### src/rtl/mux8_pkg.sv
// rtl/mux8_pkg.sv - shared constants and state type for the 8:1 mux scan controller
// Purpose: channel/select/counter widths and the scan FSM state encoding.
// Ports: none (package).
package mux8_pkg;

    localparam int NUM_CH = 8;
    localparam int SEL_W  = 3;
    localparam int CNT_W  = 4;

    typedef enum logic [1:0] {
        IDLE = 2'd0,
        SCAN = 2'd1,
        DONE = 2'd2
    } scan_state_t;

endpackage

### src/rtl/mux8_scan_ctrl_if.sv
// rtl/mux8_scan_ctrl_if.sv - control, mux and result handshake bundle for mux8_scan_ctrl
// Purpose: groups the scan request, mux select/sample and result valid/ready signals.
// Signals: start, chan_mask[7:0], mux_out, res_ready (driven by master);
//          sel0/sel1/sel2, busy, res_word[7:0], res_valid (driven by slave = controller).
interface mux8_scan_ctrl_if;
    import mux8_pkg::*;

    logic              start;
    logic [NUM_CH-1:0] chan_mask;
    logic              mux_out;
    logic              sel0;
    logic              sel1;
    logic              sel2;
    logic              busy;
    logic [NUM_CH-1:0] res_word;
    logic              res_valid;
    logic              res_ready;

    modport master (
        output start, chan_mask, mux_out, res_ready,
        input  sel0, sel1, sel2, busy, res_word, res_valid
    );

    modport slave (
        input  start, chan_mask, mux_out, res_ready,
        output sel0, sel1, sel2, busy, res_word, res_valid
    );

endinterface

### src/rtl/mux8_next_chan.sv
// rtl/mux8_next_chan.sv - lowest enabled channel at or above a given index
// Purpose: combinational search used for the first-channel pick and for advancing.
// Ports: mask[7:0] enabled channels, cur[2:0] lower bound, incl (1: >= cur, 0: > cur),
//        nxt[2:0] selected channel, found (a qualifying channel exists).
module mux8_next_chan
    import mux8_pkg::*;
(
    input  logic [NUM_CH-1:0] mask,
    input  logic [SEL_W-1:0]  cur,
    input  logic              incl,
    output logic [SEL_W-1:0]  nxt,
    output logic              found
);

    logic [SEL_W-1:0] idx;

    // Scan from the top down so the lowest qualifying index is the last one written.
    always_comb begin
        nxt   = '0;
        found = 1'b0;
        idx   = '0;
        for (int i = NUM_CH - 1; i >= 0; i--) begin
            idx = SEL_W'(i);
            if (mask[i] && ((idx > cur) || (incl && (idx == cur)))) begin
                nxt   = idx;
                found = 1'b1;
            end
        end
    end

endmodule

### src/rtl/mux8_scan_ctrl.sv
// rtl/mux8_scan_ctrl.sv - scans enabled 8:1 mux channels and returns a packed sample word
// Purpose: on start, selects each enabled channel in ascending order for SETTLE_CYCLES
//          cycles, samples mux_out at the last cycle, and offers the word over valid/ready.
// Ports: clk, rst (async, active high), bus (mux8_scan_ctrl_if.slave: start, chan_mask,
//        mux_out, res_ready in; sel0..sel2, busy, res_word, res_valid out).
// SETTLE_CYCLES must lie in 1..15 so the dwell count fits the 4-bit counter.
module mux8_scan_ctrl
    import mux8_pkg::*;
#(
    parameter int SETTLE_CYCLES = 2
) (
    input  logic             clk,
    input  logic             rst,
    mux8_scan_ctrl_if.slave  bus
);

    scan_state_t       state_q, state_d;
    logic [CNT_W-1:0]  cnt_q, cnt_d;
    logic [NUM_CH-1:0] mask_q, mask_d;
    logic [SEL_W-1:0]  sel_q, sel_d;
    logic [NUM_CH-1:0] word_q, word_d;

    logic [SEL_W-1:0]  first_nxt, adv_nxt;
    logic              first_found, adv_found;

    // First pick looks at the live mask because it is being latched on the same edge.
    mux8_next_chan u_first (
        .mask  (bus.chan_mask),
        .cur   ('0),
        .incl  (1'b1),
        .nxt   (first_nxt),
        .found (first_found)
    );

    mux8_next_chan u_adv (
        .mask  (mask_q),
        .cur   (sel_q),
        .incl  (1'b0),
        .nxt   (adv_nxt),
        .found (adv_found)
    );

    always_ff @(posedge clk or posedge rst) begin
        if (rst) begin
            state_q <= IDLE;
            cnt_q   <= '0;
            mask_q  <= '0;
            sel_q   <= '0;
            word_q  <= '0;
        end else begin
            state_q <= state_d;
            cnt_q   <= cnt_d;
            mask_q  <= mask_d;
            sel_q   <= sel_d;
            word_q  <= word_d;
        end
    end

    always_comb begin
        state_d = state_q;
        cnt_d   = cnt_q;
        mask_d  = mask_q;
        sel_d   = sel_q;
        word_d  = word_q;
        unique case (state_q)
            IDLE: begin
                if (bus.start) begin
                    mask_d = bus.chan_mask;
                    word_d = '0;
                    cnt_d  = '0;
                    if (first_found) begin
                        state_d = SCAN;
                        sel_d   = first_nxt;
                    end else begin
                        state_d = DONE;
                    end
                end
            end
            SCAN: begin
                if (cnt_q == CNT_W'(SETTLE_CYCLES - 1)) begin
                    // Dwell end: capture this channel, then move on or finish.
                    word_d[sel_q] = bus.mux_out;
                    cnt_d         = '0;
                    if (adv_found) begin
                        sel_d = adv_nxt;
                    end else begin
                        state_d = DONE;
                    end
                end else begin
                    cnt_d = cnt_q + CNT_W'(1);
                end
            end
            DONE: begin
                if (bus.res_ready) begin
                    state_d = IDLE;
                end
            end
            default: begin
                state_d = IDLE;
            end
        endcase
    end

    assign bus.sel0      = sel_q[0];
    assign bus.sel1      = sel_q[1];
    assign bus.sel2      = sel_q[2];
    assign bus.busy      = (state_q != IDLE);
    assign bus.res_valid = (state_q == DONE);
    assign bus.res_word  = word_q;

endmodule
### src/flat_wrapper.sv
// flat-port wrapper written by rule: the top's interface ports become plain ports
module mux8_scan_ctrl_flat import mux8_pkg::*;
#(
    parameter int SETTLE_CYCLES = 2
)
  (clk, rst, bus_start, bus_chan_mask, bus_mux_out, bus_res_ready, bus_sel0, bus_sel1, bus_sel2, bus_busy, bus_res_word, bus_res_valid);
  mux8_scan_ctrl_if bus_i ();
  input  logic clk;
  input  logic rst;
  input wire logic [$bits(bus_i.start)-1:0] bus_start;
  input wire logic [$bits(bus_i.chan_mask)-1:0] bus_chan_mask;
  input wire logic [$bits(bus_i.mux_out)-1:0] bus_mux_out;
  input wire logic [$bits(bus_i.res_ready)-1:0] bus_res_ready;
  output wire logic [$bits(bus_i.sel0)-1:0] bus_sel0;
  output wire logic [$bits(bus_i.sel1)-1:0] bus_sel1;
  output wire logic [$bits(bus_i.sel2)-1:0] bus_sel2;
  output wire logic [$bits(bus_i.busy)-1:0] bus_busy;
  output wire logic [$bits(bus_i.res_word)-1:0] bus_res_word;
  output wire logic [$bits(bus_i.res_valid)-1:0] bus_res_valid;
  assign bus_i.start = bus_start;
  assign bus_i.chan_mask = bus_chan_mask;
  assign bus_i.mux_out = bus_mux_out;
  assign bus_i.res_ready = bus_res_ready;
  assign bus_sel0 = bus_i.sel0;
  assign bus_sel1 = bus_i.sel1;
  assign bus_sel2 = bus_i.sel2;
  assign bus_busy = bus_i.busy;
  assign bus_res_word = bus_i.res_word;
  assign bus_res_valid = bus_i.res_valid;
  mux8_scan_ctrl #(.SETTLE_CYCLES(SETTLE_CYCLES)) u_core (.clk(clk), .rst(rst), .bus(bus_i));
endmodule
### config.mk
export PLATFORM = sky130hd
export DESIGN_NAME = mux8_scan_ctrl_flat
export DESIGN_NICKNAME = d
export VERILOG_FILES = /design/src/rtl/mux8_pkg.sv /design/src/rtl/mux8_scan_ctrl_if.sv /design/src/rtl/mux8_next_chan.sv /design/src/rtl/mux8_scan_ctrl.sv /design/src/flat_wrapper.sv
export SDC_FILE = /design/constraint.sdc
export NUM_CORES = 1
export LEC_CHECK = 0
export BUFFER_PORTS_ARGS = -buffer_cell sky130_fd_sc_hd__buf_2
export CAP_MARGIN = 10
export CORE_MARGIN = 2
export CORE_UTILIZATION = 59
export CTS_CLUSTER_SIZE = 28
export DETAILED_ROUTE_END_ITERATION = 16
export GPL_TIMING_DRIVEN = 0
export PLACE_DENSITY = 0.82
export SLEW_MARGIN = 5
export SYNTH_ARGS = -nofsm -noshare
export SYNTH_HDL_FRONTEND = slang
export SYNTH_SLANG_ARGS = --single-unit
### constraint.sdc
create_clock -name clk -period 5.9 [get_ports clk]
set_clock_uncertainty 0.05 [all_clocks]
set_input_delay 0.59 -clock clk [delete_from_list [all_inputs] [get_ports clk]]
set_output_delay 0.59 -clock clk [all_outputs]
set_load 0.05 [all_outputs]
Word level (Yosys, flattened, before mapping)
Index checks and enable logic that the tools add are counted.
{"block": "op_classes", "addsub": 1, "magnitude_cmp": 10, "n_eq_ne": 9, "n_mux": 52, "reduce_logical": 17}
{"operator": "$mux W3", "count": 20}
{"operator": "$mux W1", "count": 17}
{"operator": "$mux W8", "count": 2}
{"operator": "$pmux W8 S2", "count": 1}
{"operator": "$gt A3 B3 Y1 const A", "count": 4}
{"operator": "$mux W2", "count": 5}
{"operator": "$logic_and A1 B1 Y1", "count": 9}
{"operator": "$bwmux W8", "count": 1}
{"operator": "$mux W4", "count": 2}
{"operator": "$pmux W4 S2", "count": 1}
{"operator": "$gt A1 B3 Y1 const A", "count": 2}
{"operator": "$gt A2 B3 Y1 const A", "count": 2}
{"operator": "$ne A2 B1 Y1 const B", "count": 3}
{"operator": "$ne A2 B2 Y1 const B", "count": 3}
{"operator": "$pmux W2 S3", "count": 1}
{"operator": "$pmux W3 S2", "count": 1}
{"operator": "$reduce_and A5 Y1", "count": 1}
{"operator": "$add A4 B1 Y4 const B", "count": 1}
{"operator": "$eq A4 B1 Y1 const B", "count": 1}
{"operator": "$lt A3 B4 Y1 const B", "count": 1}
{"operator": "$reduce_and A2 Y1", "count": 2}
{"operator": "$reduce_and A4 Y1", "count": 1}
{"operator": "$reduce_bool A2 Y1", "count": 2}
{"operator": "$demux W1 S3", "count": 1}
{"operator": "5 further kinds", "count": 5}
{"block": "word_totals", "register_bits": 25, "in_bits": 13, "output_inout_bits": 13, "word_cells": 94}

Logic depth before layout (Yosys ltp)
Gate-level depths: netlist (run 1).
{"block": "depth", "depth_word": 13, "depth_mapped": 7, "depth_no_buf": 7}

Modules after synthesis
A second synthesis (run 1) with hierarchy kept.
{"block": "hier_totals", "cells_unflattened": 210, "hier_area_um2": 1856.8}
{"module": "mux8_scan_ctrl", "n_inst": 1, "cells_per_inst": 112, "area_each_um2": 1323.8, "seq_area_each_um2": 625.6}
{"module": "mux8_next_chan", "n_inst": 2, "cells_per_inst": 49, "area_each_um2": 266.5, "seq_area_each_um2": 0.0}

Least setup slack after synthesis (run 1)
Ideal clock, no wire load.
{"block": "synth_path", "path_type": "reg2reg", "startpoint": "reg u_core.sel_q[1]", "endpoint": "reg u_core.sel_q[0]", "setup_time_ps": 128, "arrival_time_ps": 1896, "required_ps": 5722, "slack_ps": 3827, "path_stages_with_launch": 7, "path_buffers": 1, "synth_period_minus_slack_ps": 2073, "cell_sequence": "dfrtp_1 > clkbuf_1 > or3b_2 > o2111ai_1 > nor3_1 > nor2_2 > mux2_1"}
{"block": "synth_between", "elab_chain_cells": 13, "word_cells_on_any_way": 37, "classes_between": "order compare: 8; eq/ne: 1; mux: 19; reduce/logical: 9"}
{"element": "start: declaration", "line": "mux8_scan_ctrl.sv:20", "text": "logic [SEL_W-1:0] sel_q, sel_d;"}
{"element": "start signal: assignment", "line": "mux8_scan_ctrl.sv:54", "text": "sel_q <= sel_d;"}
{"element": "$gt A3 B3 Y1", "line": "mux8_next_chan.sv:24", "text": "if (mask[i] && ((idx > cur) || (incl && (idx == cur)))) begin"}
{"element": "$logic_and A1 B1 Y1", "line": "mux8_next_chan.sv:24"}
{"element": "$mux W3 (8 in series)", "line": "mux8_next_chan.sv:24"}
{"element": "$mux W3", "line": "mux8_scan_ctrl.sv:84", "text": "if (adv_found) begin"}
{"element": "$mux W3", "line": "mux8_scan_ctrl.sv:80", "text": "if (cnt_q == CNT_W'(SETTLE_CYCLES - 1)) begin"}
{"element": "$pmux W3 S2", "line": "mux8_scan_ctrl.sv:65", "text": "unique case (state_q)"}
Several ways; a longest one is shown, not always the timed one. The select of a mux whose other input is x is not followed.
A chain may end at the register's enable or synchronous reset.

Worst setup path after layout (run 1)
{"block": "layout_path", "startpoint": "reg u_core.cnt_q[1]", "endpoint": "reg u_core.sel_q[0]"}
{"block": "layout_between", "elab_chain_cells": 3}
{"element": "start: declaration", "line": "mux8_scan_ctrl.sv:18", "text": "logic [CNT_W-1:0] cnt_q, cnt_d;"}
{"element": "start signal: assignment", "line": "mux8_scan_ctrl.sv:52", "text": "cnt_q <= cnt_d;"}
{"element": "$eq A4 B1 Y1", "line": "mux8_scan_ctrl.sv:80"}
{"element": "$ne A2 B1 Y1 (no source line)"}
{"element": "$reduce_and A5 Y1 (no source line)"}
No other way between the ends.

==> summary.txt, run 1 <==
Worst Setup End Kind: flop
Via density: 6.009
die area: 2802 µm²
die height: 52.93 µm
Final Core Density: 72.04%
Slew HR: 40.71%
CP max FO: 8
DP Wirelength: 2506 µm
Synth Cell Area: 1413 µm²
post-synth top area cell: dfrtp_1
std cell rows: 17
Seq cells post-synth: 24
total gr overflow: 0
final period utilization: 35.82%
Crit path max-delay family: simple AND/OR/NAND/NOR gates
syn avg cell area: 8.408 µm²
Leak Pwr: 0.7461 nW
WP data arrival: 2.28 ns
Post-DRT Antenna Nets: 0
Wirelength per Cell: 14.66 µm
most frequent cells after synthesis: 28 x nand2_1, 24 x dfrtp_1, 16 x o21ai_0
GRT Util Overall: 26.36%
root buf cell: clkbuf_4
setup total negative slack: 0 ns
Pwr Density: 603.2 nW/µm²
setup repair after global routing missed its margin: false
Yosys cell types: 42
fin nets: 213
clk buf depth: 2
synthesized instance count: 168
max incr delay on CP: 0.45 ns
Max Clk Rate: 473.2 MHz
start of the worst register-to-register path: u_core.cnt_q[1]$_DFFE_PP0P_
Slew @ Worst Pin: 0.8884 ns
drt pass-1 iters: 4
Crit path buffers/inverters: 1
crit path from: u_core.cnt_q[1]$_DFFE_PP0P_
Routed WL: 3299 µm
core area: 2233 µm²
first-pass GRT wire length: 5451 µm
Ys Warns: 0
PortBufs: 25
worst path cell trace: inv_1 -> ha_1 -> or3b_4 -> a2bb2oi_2 -> a21o_1 -> nor2_2 -> mux2_1
# DRC: 0
share of cells above drive strength 1: 19.29%
Post-synth EDFFs: 0
Worst Hold Class: in -> async
clock transition at the registers of the reported paths: 0.14 ns
most common cell in the netlist: nand2_1
fin crit period: 2.113 ns
Setup crit start kind: flop
vias in the first global route: 1278
area grow syn2layout: 13.91%
Post-CTS Hold Buffers: 0
main flop type after synthesis: dfrtp_1
IO Pins: 26
RD Place Congestion: 0.8897
Synth async-reset ratio: 100.0%
Die W: 52.93 µm
final hold slack: 0.3878 ns
sequential share of the synthesized area: 42.52%
Yosys top cell area share: 42.52%
maxcap violations: 0
count of pins over their slew limit: 0
top post-synthesis cells by area: dfrtp_1 43%, nand2_1 7.4%, o21ai_0 5.7%
Initial Util: 63.25%
worst setup margin: 3.787 ns
worst skew pair latency: 0.31 ns
TritonCTS Buffers: 3
CP required: 6.06 ns
Post-CTS Setup Bufs: 0
pin count of the biggest net entering global routing: 25
H-tree depth: 1
via count: 1352
final hold vios: 0
Post-CTS Resized: 0
antenna cell count: 0
syn_nets: 183
Peak VDD IR: 384.9 µV
outcome: completed
clock sink total: 24
drt initial violations: 55
kind of critical path: reg -> reg
# setup viols final: 0
initial antenna violation count: 0
Slowest-stage cell, CP: dfrtp_1
CTS tree: yes
pre-CTS setup slack: 3.629 ns
[cell usage in the layout (no fill, tap or decap), types with 2 or more instances in the layout]
cell	instances
nand2_1	28
buf_2	27
dfrtp_1	24
o21ai_0	16
nor2_1	11
inv_1	10
a21oi_1	6
clkbuf_1	5
nor2b_1	5
nand3_1	5
nor3_1	5
nand2b_1	4
or4_1	4
a31oi_1	4
o2bb2ai_1	3
clkbuf_4	3
nor2_2	2
o21ai_1	2
o21bai_1	2
o2111ai_1	2
nand3b_1	2
a21o_1	2
o31ai_1	2
mux2i_1	2
ha_1	2
[power by group]
group	leakage [nW]	switching, mW	internal [mW]
Sequential	0.306	0.0631	0.237
Combinational	0.419	0.391	0.191
Clock	0.0210	0.0513	0.0377
[logic make-up after synthesis]
kind of cell	Yosys count	synth area share (%)
simple gates	73	25.78
compound gates	47	22.14
flops	24	42.52
buf+inv	18	4.960
mux	3	2.214
fa+ha+maj	2	1.771
xor+xnor	1	0.6201
[worst register-to-register path: cells and delay by family (launching register included)]
family	cells	cell delay, ns
AND/OR/NAND/NOR	2	0.53
flip-flops	1	0.45
adder cells (fa/ha/maj)	1	0.14
AO/OA/AOI/OAI	2	0.44
multiplexers	1	0.34
buffers and inverters	1	0.07
[metrics by stage]
| step | cell area [µm²] | std cells | power, mW |
|---|---|---|---|
| 3_5_place_dp | 1573 | 221 | 0.8790 |
| 5_1_grt | 1609 | 225 | 1.041 |
| 3_3_place_gp | 1573 | 221 | 0.8524 |
| 2_1_floorplan | 1413 | 168 | 0.7399 |
| 6_report | 1609 | 225 | 0.9705 |
| 4_1_cts | 1609 | 225 | 0.9665 |
[registers in the layout, summed over array words and instances, names as in the netlist]
register	flops
u_core.bus.res_word	8
u_core.state_q	2
u_core.cnt_q	4
u_core.sel_q	3
u_core.mask_q	7
[metal layers]
metal	up-vias	part of all wire, %	global-route usage, %
li1	656	-	-
met1	642	44	34.12
met2	52	49	46.04
met3	2	5.9	3.672
met4	0	0.36	6.838
met5	-	0	0
[final cells by class]
cell class	instances	area [µm²]
well taps	28	35.03
flip-flops and latches	24	600.6
plain buffers	8	32.53
fillers	190	624.3
inverters	10	37.54
repair buffers	25	125.1
multi-input cells	126	742.0
clock buffers	4	36.28
[worst paths after layout]
path | end | slack (ns) | cells past startpoint
min in group clk | u_core.mask_q[1]$_DFFE_PP0P_ | 0.46 | 3
max in group asynchronous | u_core.mask_q[6]$_DFFE_PP0P_ | 4.87 | 2
max | u_core.sel_q[0]$_DFFE_PP0P_ | 3.79 | 7
min reg2reg | u_core.bus.res_word[4]$_DFFE_PP0P_ | 0.47 | 2
min | u_core.bus.res_word[6]$_DFFE_PP0P_ | 0.39 | 2
max reg2reg | u_core.sel_q[0]$_DFFE_PP0P_ | 3.79 | 7
No activity file was read; power rests on OpenSTA's default activity.
==> inputs of run 2 (changes only) <==
--- a/config.mk
+++ b/config.mk
@@ -8,11 +8,11 @@
 export BUFFER_PORTS_ARGS = -buffer_cell sky130_fd_sc_hd__buf_2
 export CAP_MARGIN = 10
 export CORE_MARGIN = 2
-export CORE_UTILIZATION = 59
+export CORE_UTILIZATION = 54
 export CTS_CLUSTER_SIZE = 28
 export DETAILED_ROUTE_END_ITERATION = 16
 export GPL_TIMING_DRIVEN = 0
-export PLACE_DENSITY = 0.82
+export PLACE_DENSITY = 0.76
 export SLEW_MARGIN = 5
 export SYNTH_ARGS = -nofsm -noshare
 export SYNTH_HDL_FRONTEND = slang
==> constraint.sdc (replaced) <==
create_clock -name clk -period 2.1 [get_ports clk]
set_clock_uncertainty 0.05 [all_clocks]
set_input_delay 0.21 -clock clk [delete_from_list [all_inputs] [get_ports clk]]
set_output_delay 0.21 -clock clk [all_outputs]
set_load 0.05 [all_outputs]
==> run 2 against run 1 <==
Setup slack lost 3.7 ns. Die area grew 8.5%. Sequential share of layout area shrank 1.3 points. Non-clock buffer count grew 5. Sequential power grew to 2.8 times the previous value. Final cell count grew 2.7%. Total power grew to 2.9 times the previous value. Combinational power grew to 3.0 times the previous value. Fmax grew 3.1%. Count of clock-buffer cells in the layout shrank 1. Critical endpoint unchanged.
==> summary.txt, run 2 (synthesis results as in run 1) <==
drt initial violations: 44 (-20%)
Leak Pwr: 0.7696 nW (+3.1%)
worst reg2reg setup slack: 0.05 ns (-3.74 ns)
# setup viols final: 0 (unchanged)
start of the worst register-to-register path: u_core.cnt_q[1]$_DFFE_PP0P_
clock transition at the registers of the reported paths: 0.13 ns (about the same)
maxcap violations: 0 (unchanged)
WP data arrival: 2.22 ns (-0.06 ns)
final period utilization: 97.64% (+62 points)
initial antenna violation count: 0 (unchanged)
Worst Hold Class: in -> async
clock sink total: 24 (unchanged)
PortBufs: 25 (unchanged)
worst path cell trace: inv_2 -> ha_4 -> or3b_4 -> a2bb2oi_4 -> a21o_1 -> nor2_4 -> mux2_4
kind of critical path: reg -> reg
CP max FO: 7 (-1)
max FFs per register: 8 (unchanged)
pin count of the biggest net entering global routing: 25 (unchanged)
Die W: 55.15 µm (+4.2%)
Slew @ Worst Pin: 0.9165 ns (+0.02805 ns)
Routed WL: 3370 µm (+2.2%)
GRT Util Overall: 23.06% (-3.3 points)
fin crit period: 2.051 ns (-0.06260 ns)
Wirelength per Cell: 14.59 µm (-0.50%)
Via density: 5.922 (-1.4%)
Post-CTS Hold Buffers: 0 (unchanged)
Crit path buffers/inverters: 1 (unchanged)
clk buf depth: 2 (unchanged)
Max Clk Rate: 487.7 MHz (+3.1%)
share of cells above drive strength 1: 22.89% (+3.6 points)
Final Core Density: 67.37% (-4.7 points)
max incr delay on CP: 0.42 ns (-0.03 ns)
vias in the first global route: 1139 (-11%)
first-pass GRT wire length: 5002 µm (-8.2%)
root buf cell: clkbuf_4
Peak VDD IR: 1256 µV (+230%)
R2R depth: 7 (unchanged)
antenna cell count: 0 (unchanged)
CP required: 2.27 ns (-3.79 ns)
# fillers: 228 (+20%)
CTS tree: yes
post-route insts no fill: 231 (+2.7%)
area grow syn2layout: 18.16%
fin nets: 218 (+2.3%)
worst reg2reg endpoint: u_core.sel_q[0]$_DFFE_PP0P_
die area: 3041 µm² (+8.5%)
Crit path max-delay family: simple AND/OR/NAND/NOR gates
Pwr Density: 1688 nW/µm² (+180%)
count of pins over their slew limit: 0 (unchanged)
Setup crit start kind: flop
Post-DRT Antenna Nets: 0 (unchanged)
Slew HR: 38.83% (-1.9 points)
# DRC: 0 (unchanged)
DP Wirelength: 2384 µm (-4.9%)
die height: 55.15 µm (+4.2%)
drt pass-1 iters: 4 (unchanged)
worst skew pair latency: 0.31 ns (about the same)
final hold vios: 0 (unchanged)
outcome: completed
std cell rows: 18 (+1)
placed insts: 223 (+0.90%)
TritonCTS Buffers: 3 (unchanged)
via count: 1368 (+1.2%)
IO Pins: 26 (unchanged)
total gr overflow: 0 (unchanged)
Initial Util: 57.02% (-6.2 points)
Worst Setup End Kind: flop
RD Place Congestion: 0.8792 (-1.2%)
Slowest-stage cell, CP: dfrtp_1
most frequent cells in the layout: 28 x nand2_1, 27 x buf_2, 23 x dfrtp_1
commonest non-fill, non-tap cell in the layout: nand2_1
H-tree depth: 1 (unchanged)
core area: 2477 µm² (+11%)
[run 2: metal layers]
metal	vias up	wire length, µm	GRT usage (%)
li1	664	-	-
met5	-	0	0
met2	46	1559	36.90
met1	651	1554	32.61
met3	7	191	2.419
met4	0	65	7.317
[run 2: repair_timing]
action | 4_1_cts | 5_1_grt
endpoints found under the setup margin | 0 | 4
buffers inserted | 0 | 5
resized for setup | 0 | 7
[run 2: how the worst max path moves through the flow]
| stage | slack (ns) | cells after the start | end | from |
|---|---|---|---|---|
| 2_1_floorplan | 0.03 | 6 | u_core.sel_q[0]$_DFFE_PP0P_ | u_core.sel_q[1]$_DFFE_PP0P_ |
| 3_3_place_gp | 0.07 | 7 | u_core.sel_q[0]$_DFFE_PP0P_ | u_core.cnt_q[1]$_DFFE_PP0P_ |
| 3_5_place_dp | 0.03 | 7 | u_core.sel_q[0]$_DFFE_PP0P_ | u_core.cnt_q[1]$_DFFE_PP0P_ |
| 4_1_cts | 0.01 | 7 | u_core.sel_q[0]$_DFFE_PP0P_ | u_core.cnt_q[1]$_DFFE_PP0P_ |
| 5_1_grt | -0.02 | 7 | u_core.sel_q[0]$_DFFE_PP0P_ | u_core.cnt_q[1]$_DFFE_PP0P_ |
| 6_report | 0.05 | 7 | u_core.sel_q[0]$_DFFE_PP0P_ | u_core.cnt_q[1]$_DFFE_PP0P_ |
[run 2: final cells by class]
type	count	area, µm²	share of cell area (%)
multi-input combinational	126	774.5	46.40
tap	30	37.54	2.249
clock buffer	3	22.52	1.349
sequential	24	601.8	36.06
timing repair buffer	30	162.7	9.745
inverter	10	37.54	2.249
buffer	8	32.53	1.949
[run 2: per-stage QoR]
stage          hold WS [ns]   TNS, ns  setup WS [ns]  total power, mW  instance area [µm²]
3_5_place_dp         0.3945         0        0.03163            2.449                 1575
6_report            0.02008         0        0.04949            2.817                 1669
5_1_grt             0.08709  -0.01848       -0.01848            3.023                 1669
3_3_place_gp         0.3851         0        0.06839            2.405                 1575
4_1_cts             0.04370         0        0.01430            2.650                 1598
2_1_floorplan        0.1746         0        0.02653            2.079                 1413
[run 2: power breakdown]
part           switching (mW)  internal, mW
combinational            1.13         0.637
sequential              0.185         0.667
clock                   0.135        0.0672
total                    1.45          1.37
